==> config.mk <==
export PLATFORM = sky130hd
export DESIGN_NAME = regex_cpu_memory_arbiter
export DESIGN_NICKNAME = d
export VERILOG_FILES = /design/src/rtl/instruction_package.sv /design/src/rtl/rr_priority_encoder.sv /design/src/rtl/regex_cpu_memory_arbiter.sv
export SDC_FILE = /design/constraint.sdc
export NUM_CORES = 1
export LEC_CHECK = 0
export ABC_AREA = 1
export BUFFER_PORTS_ARGS = -buffer_cell sky130_fd_sc_hd__clkbuf_2
export CAP_MARGIN = 20
export CORE_MARGIN = 2
export CORE_UTILIZATION = 40
export CTS_CLUSTER_DIAMETER = 80
export DETAILED_ROUTE_END_ITERATION = 16
export PLACE_DENSITY = 0.76
export SETUP_SLACK_MARGIN = 0.5
export SYNTH_ARGS = -nofsm -noshare
export SYNTH_HDL_FRONTEND = slang
export SYNTH_SLANG_ARGS = --single-unit
==> constraint.sdc <==
create_clock -name clk -period 2.6 [get_ports clk]
set_input_delay 0.65 -clock clk [delete_from_list [all_inputs] [get_ports clk]]
set_output_delay 0.65 -clock clk [all_outputs]
set_load 0.02 [all_outputs]
==> src/rtl/instruction_package.sv <==
// Shared types for the regex CPU cluster: instruction-memory arbiter state
// encoding and the width of its memory-latency down-counter.
package instruction_package;

    // Arbiter walks IDLE -> ISSUE -> WAIT (MEM_LATENCY cycles) -> RESPOND.
    typedef enum logic [1:0] {
        IDLE    = 2'd0,
        ISSUE   = 2'd1,
        WAIT    = 2'd2,
        RESPOND = 2'd3
    } arb_state_t;

    // Wide enough to count MEM_LATENCY-1 for latencies up to 7.
    localparam int ARB_CNT_W = 3;

endpackage

==> src/rtl/rr_priority_encoder.sv <==
// Round-robin selector: scans the request vector starting one past the
// previous grant and wrapping, returning the first requester it finds.
module rr_priority_encoder #(
    parameter int N_CPU = 4
) (
    input  logic [N_CPU-1:0]         req,
    input  logic [$clog2(N_CPU)-1:0] last_grant,
    output logic [$clog2(N_CPU)-1:0] grant,
    output logic                     found
);

    localparam int GW = $clog2(N_CPU);

    logic [GW:0]   sum;
    logic [GW-1:0] idx;

    // Walk last_grant+1 .. last_grant+N_CPU (mod N_CPU); the first hit wins.
    always_comb begin
        // NOTE: every combinational output gets a default before the loop so
        // no path through the block leaves a value held, which would infer a latch.
        grant = '0;
        found = 1'b0;
        sum   = '0;
        idx   = '0;
        for (int i = 1; i <= N_CPU; i++) begin
            sum = {1'b0, last_grant} + (GW+1)'(i);
            if (sum >= (GW+1)'(N_CPU)) begin
                sum = sum - (GW+1)'(N_CPU);
            end
            idx = sum[GW-1:0];
            if (!found && req[idx]) begin
                grant = idx;
                found = 1'b1;
            end
        end
    end

endmodule

==> src/rtl/regex_cpu_memory_arbiter.sv <==
// Shares one instruction memory between N_CPU regex CPUs. One fetch is in
// flight at a time; each takes a fixed MEM_LATENCY+2 cycles from request
// sample to the one-hot ready strobe, and the response word is broadcast.
module regex_cpu_memory_arbiter
    import instruction_package::*;
#(
    parameter int N_CPU             = 4,
    parameter int MEMORY_WIDTH      = 20,
    parameter int MEMORY_ADDR_WIDTH = 11,
    parameter int MEM_LATENCY       = 1
) (
    input  logic                                 clk,
    input  logic                                 rst,
    input  logic [N_CPU-1:0]                     cpu_memory_valid,
    input  logic [N_CPU*MEMORY_ADDR_WIDTH-1:0]   cpu_memory_addr,
    output logic [N_CPU-1:0]                     cpu_memory_ready,
    output logic [MEMORY_WIDTH-1:0]              cpu_memory_data,
    output logic                                 bram_en,
    output logic [MEMORY_ADDR_WIDTH-1:0]         bram_addr,
    input  logic [MEMORY_WIDTH-1:0]              bram_data,
    output logic                                 busy,
    output logic [$clog2(N_CPU)-1:0]             grant_id
);

    localparam int GW = $clog2(N_CPU);
    localparam int AW = MEMORY_ADDR_WIDTH;

    arb_state_t              state_q,      state_d;
    logic [GW-1:0]           grant_q,      grant_d;
    logic [GW-1:0]           last_grant_q, last_grant_d;
    logic [AW-1:0]           addr_q,       addr_d;
    logic [ARB_CNT_W-1:0]    count_q,      count_d;
    logic [MEMORY_WIDTH-1:0] data_q,       data_d;
    logic                    mask_q,       mask_d;

    logic [N_CPU-1:0] eligible;
    logic [GW-1:0]    rr_grant;
    logic             rr_found;

    // The CPU just served still shows valid in the IDLE cycle after RESPOND;
    // hide it for that one cycle so a stale valid cannot win a second grant.
    assign eligible = cpu_memory_valid & ~(mask_q ? (N_CPU'(1) << last_grant_q) : '0);

    rr_priority_encoder #(
        .N_CPU (N_CPU)
    ) u_rr (
        .req        (eligible),
        .last_grant (last_grant_q),
        .grant      (rr_grant),
        .found      (rr_found)
    );

    // State and datapath registers; reset drops any transaction in flight.
    always_ff @(posedge clk or negedge rst) begin
        if (!rst) begin
            state_q      <= IDLE;
            grant_q      <= '0;
            last_grant_q <= GW'(N_CPU - 1);
            addr_q       <= '0;
            count_q      <= '0;
            data_q       <= '0;
            mask_q       <= 1'b0;
        end else begin
            // NOTE: non-blocking so every flop samples the pre-edge value of
            // every other flop, independent of statement order.
            state_q      <= state_d;
            grant_q      <= grant_d;
            last_grant_q <= last_grant_d;
            addr_q       <= addr_d;
            count_q      <= count_d;
            data_q       <= data_d;
            mask_q       <= mask_d;
        end
    end

    // Next-state and datapath update; inputs are looked at only in IDLE.
    always_comb begin
        state_d      = state_q;
        grant_d      = grant_q;
        last_grant_d = last_grant_q;
        addr_d       = addr_q;
        count_d      = count_q;
        data_d       = data_q;
        mask_d       = 1'b0;
        unique case (state_q)
            IDLE: begin
                if (rr_found) begin
                    grant_d      = rr_grant;
                    last_grant_d = rr_grant;
                    addr_d       = cpu_memory_addr[int'(rr_grant)*AW +: AW];
                    state_d      = ISSUE;
                end
            end
            ISSUE: begin
                count_d = ARB_CNT_W'(MEM_LATENCY - 1);
                state_d = WAIT;
            end
            WAIT: begin
                if (count_q == '0) begin
                    data_d  = bram_data;
                    state_d = RESPOND;
                end else begin
                    count_d = count_q - ARB_CNT_W'(1);
                end
            end
            RESPOND: begin
                mask_d  = 1'b1;
                state_d = IDLE;
            end
            default: state_d = IDLE;
        endcase
    end

    // Outputs decode from registered state only, so they are glitch-free
    // and forced to zero the instant reset lands.
    always_comb begin
        cpu_memory_ready = '0;
        if (state_q == RESPOND) begin
            cpu_memory_ready = N_CPU'(1) << grant_q;
        end
        cpu_memory_data = data_q;
        bram_en         = (state_q == ISSUE);
        bram_addr       = addr_q;
        busy            = (state_q != IDLE);
        grant_id        = grant_q;
    end

endmodule

==> reports/metrics.csv <==
stage;metric;value;unit
finish;Final Non-Filler Cells;561;
timing;Hold Vio Cnt, Final;0;
clock_network;root buffer cell;clkbuf_8;
route;ANT nets after route;0;
finish;Nets;565;
worst_setup_path;Setup CP Type;flip-flop to flip-flop;
clock_network;TritonCTS clock tree;built;
finish;commonest non-fill, non-tap cell in the layout;nand2_1;
route;Routed WL;7.23;mm
timing;Tmin final;2.29;ns
worst_setup_path;slowest cell delay on critical path;0.57;ns
logic_synthesis;syn avg cell area;7.20;µm²
logic_synthesis;EDFF count, synth;0;
placed_design;port bufs;108;
placed_design;Placer Congestion;0.889;
floorplan;die footprint;0.00693;mm²
global_route;total gr overflow;0;
timing;setup_tns;0;ns
clock_network;Post-CTS Hold Buffers;0;
status;status;complete, no violations;
worst_hold_path;Hold WC Path Type;input port to async pin;
route;initial drt markers;139;
worst_setup_path;CP most frequent cell;nand2_1;
timing;final setup skew;0.00615;ns
worst_setup_path;Critical R2R Launch;last_grant_q[1];
worst_setup_path;largest fanout on the critical path;7;
logic_synthesis;Seq/Total Area, Yosys;40.9;%
placed_design;Setup WS pre-CTS;0.124;ns
pwr;P_int;2.92;mW
worst_setup_path;crit path from;last_grant_q[1];
floorplan;Site Rows;28;
pwr;Clock power frac;7.6;%
timing;Slew @ Worst Pin;0.580;ns
worst_setup_path;CP Launch Type;flip-flop;
logic_synthesis;syn_nets;429;
clock_network;Num CTS Buffers;5;
pwr;leakage power figure;2.14;nW
floorplan;initial core utilization;41.9;%
route;Pre-Repair DR Iteration Count;4;
placed_design;DP HPWL;4.91;mm
timing;final setup margin;0.309;ns
clock_network;CTS sink count;41;
run;Max Cap Viol;0;
pwr;Peak VDD IR;925;µV
clock_network;clk slew on worst S/H paths;0.08;ns
logic_synthesis;post-synthesis cell count;349;
finish;P&R area growth vs syn;50.3;%
global_route;All-Layer GR Usage;21.1;%
timing;period utilization;88.1;%
logic_synthesis;Synth async-reset ratio;100;%
logic_synthesis;Top FF cell, synth;dfrtp_1;
floorplan;Chip Width;83.3;µm
timing;RSZ-0062 raised after global routing;yes;
logic_synthesis;yosys warns;0;
worst_setup_path;data required time of the worst path;2.79;ns
finish;layout cells sized above 1;43.4;%
route;drt wl/cell;12.9;µm
timing;Max Slew Vio Count;0;
pwr;switch share;51.4;%
placed_design;Placed Cells;527;
logic_synthesis;Yosys cell types;30;
floorplan;core area;0.00599;mm²
clock_network;Clock Path Buffers;2;
pwr;Pwr Total;6.00;mW
route;DRC viols;0;
worst_setup_path;WP data arrival;2.48;ns
worst_setup_path;CP Cell Sequence;clkinvlp_4, ha_4, inv_4, nand3_4, nand2_4, nand4_4, nand3_4, buf_6, nand2_2, nand3_2, nand2_1, nand2_1, nand2_1;
timing;Fin Hold WS;0.345;ns
finish;commonest cells after routing, fill and taps aside;121 x nand2_1, 108 x clkbuf_2, 46 x inv_1, 39 x dfrtp_1, 23 x nand3_1;
finish;# fillers;521;
floorplan;chip height;83.3;µm
global_route;initial antenna violation count;0;
clock_network;H-tree levels;2;
global_route;vias in the first global route;2709;
logic_synthesis;synthesized cell area;0.00251;mm²
pwr;combinational power share;72.5;%
clock_network;Skew-Pair Late Insertion Delay;0.29;ns
worst_setup_path;Crit. End Element;flip-flop;
pwr;Reg power frac;19.9;%
worst_setup_path;Slowest-stage cell, CP;dfstp_2;
global_route;first-pass GRT wire length;12.3;mm
timing;Slew headroom;61.3;%
logic_synthesis;count of state elements after synthesis;41;
route;vias;2735;
global_route;largest net degree at the start of global routing;25;
route;drt via density;4.88;
pwr;PD cells;1590;mW/mm²
pwr;NetSw;3.09;mW
timing;final setup fails;0;
finish;Diodes inserted;0;
floorplan;num ports;109;
timing;Peak Freq;436;MHz
[registers in the layout, indices dropped and copies added (netlist names)]
register	count
cpu_memory_data	20
bram_addr	11
last_grant_q	2
grant_id	2
mask_q	1
count_q	3
state_q	2
[final timing paths]
check	to	slack (ns)	cells past startpoint
worst min-delay path	cpu_memory_data[10]	0.35	1
worst min register to register	cpu_memory_data[0]	0.47	2
worst max-delay path	bram_addr[3]	0.31	13
worst max register to register	bram_addr[3]	0.31	13
max in group asynchronous	last_grant_q[1]	1.63	2
min in group clk	cpu_memory_data[0]	0.47	2
[layout make-up]
type / instances / area, µm² / share of cell area, %
clock buffer: 7 / 96.3 / 2.55
timing repair inverter: 1 / 5.00 / 0.132
tap: 75 / 93.8 / 2.48
multi-input combinational: 246 / 1510 / 40.1
inverter: 52 / 218 / 5.76
timing repair buffer: 138 / 817 / 21.6
sequential: 41 / 1030 / 27.2
clock inverter: 1 / 5.00 / 0.132
[worst max-delay path: cells and delay by family (launching register included)]
kind | cells | cell delay (ns)
and+or+nand+nor | 9 | 0.92
DFF | 1 | 0.57
buffers and inverters | 3 | 0.40
adders and majority gates | 1 | 0.31
[cells in the mapped netlist (5+ instances only)]
master	n	area, µm²
nand2_1	133	499
ha_1	10	125
nand4_1	13	81.3
nand3_1	42	210
or2_0	5	31.3
nand2_2	5	31.3
nor3_1	5	25.0
dfrtp_1	39	976
o21ai_0	6	30.0
clkbuf_1	6	22.5
inv_1	50	188
[metal layers]
layer | GRT usage (%) | wire, µm
met1 | 27.6 | 3040
met2 | 34.9 | 3600
met3 | 4.57 | 500
met4 | 6.26 | 93
met5 | 0 | 0
[per-stage QoR]
stage	util, %	area (µm²)
finish	63.1	3780
global route	63.1	3780
CTS	60.8	3640
detailed placement	52.8	3160
global placement	52.8	3160
floorplan	-	2530
[cell families after synthesis]
group / share of synthesized area, %
AO/OA/AOI/OAI: 3.49
XOR/XNOR: 0.349
adder cells (fa/ha/maj): 4.98
buffers and inverters: 10.2
flip-flops: 40.9
AND/OR/NAND/NOR: 40.0
[power groups by stage]
stage                     sequential (mW)  combinational [mW]  clock [mW]
after floorplan                      1.48                2.12           0
after global placement               1.21                3.07           0
after detailed placement             1.20                3.17           0
after CTS                            1.20                4.00       0.469
after global routing                 1.24                4.78       0.506
final                                1.20                4.35       0.454
[timing repair]
| action | in CTS | in global routing |
|---|---|---|
| setup endpoints to repair | 16 | 20 |
| gates cloned | 2 | 1 |
| gates resized for setup | 55 | 17 |
| pin swaps | 23 | 21 |
| buffers inserted | 16 | 7 |
(Power assumes the default switching activity.)
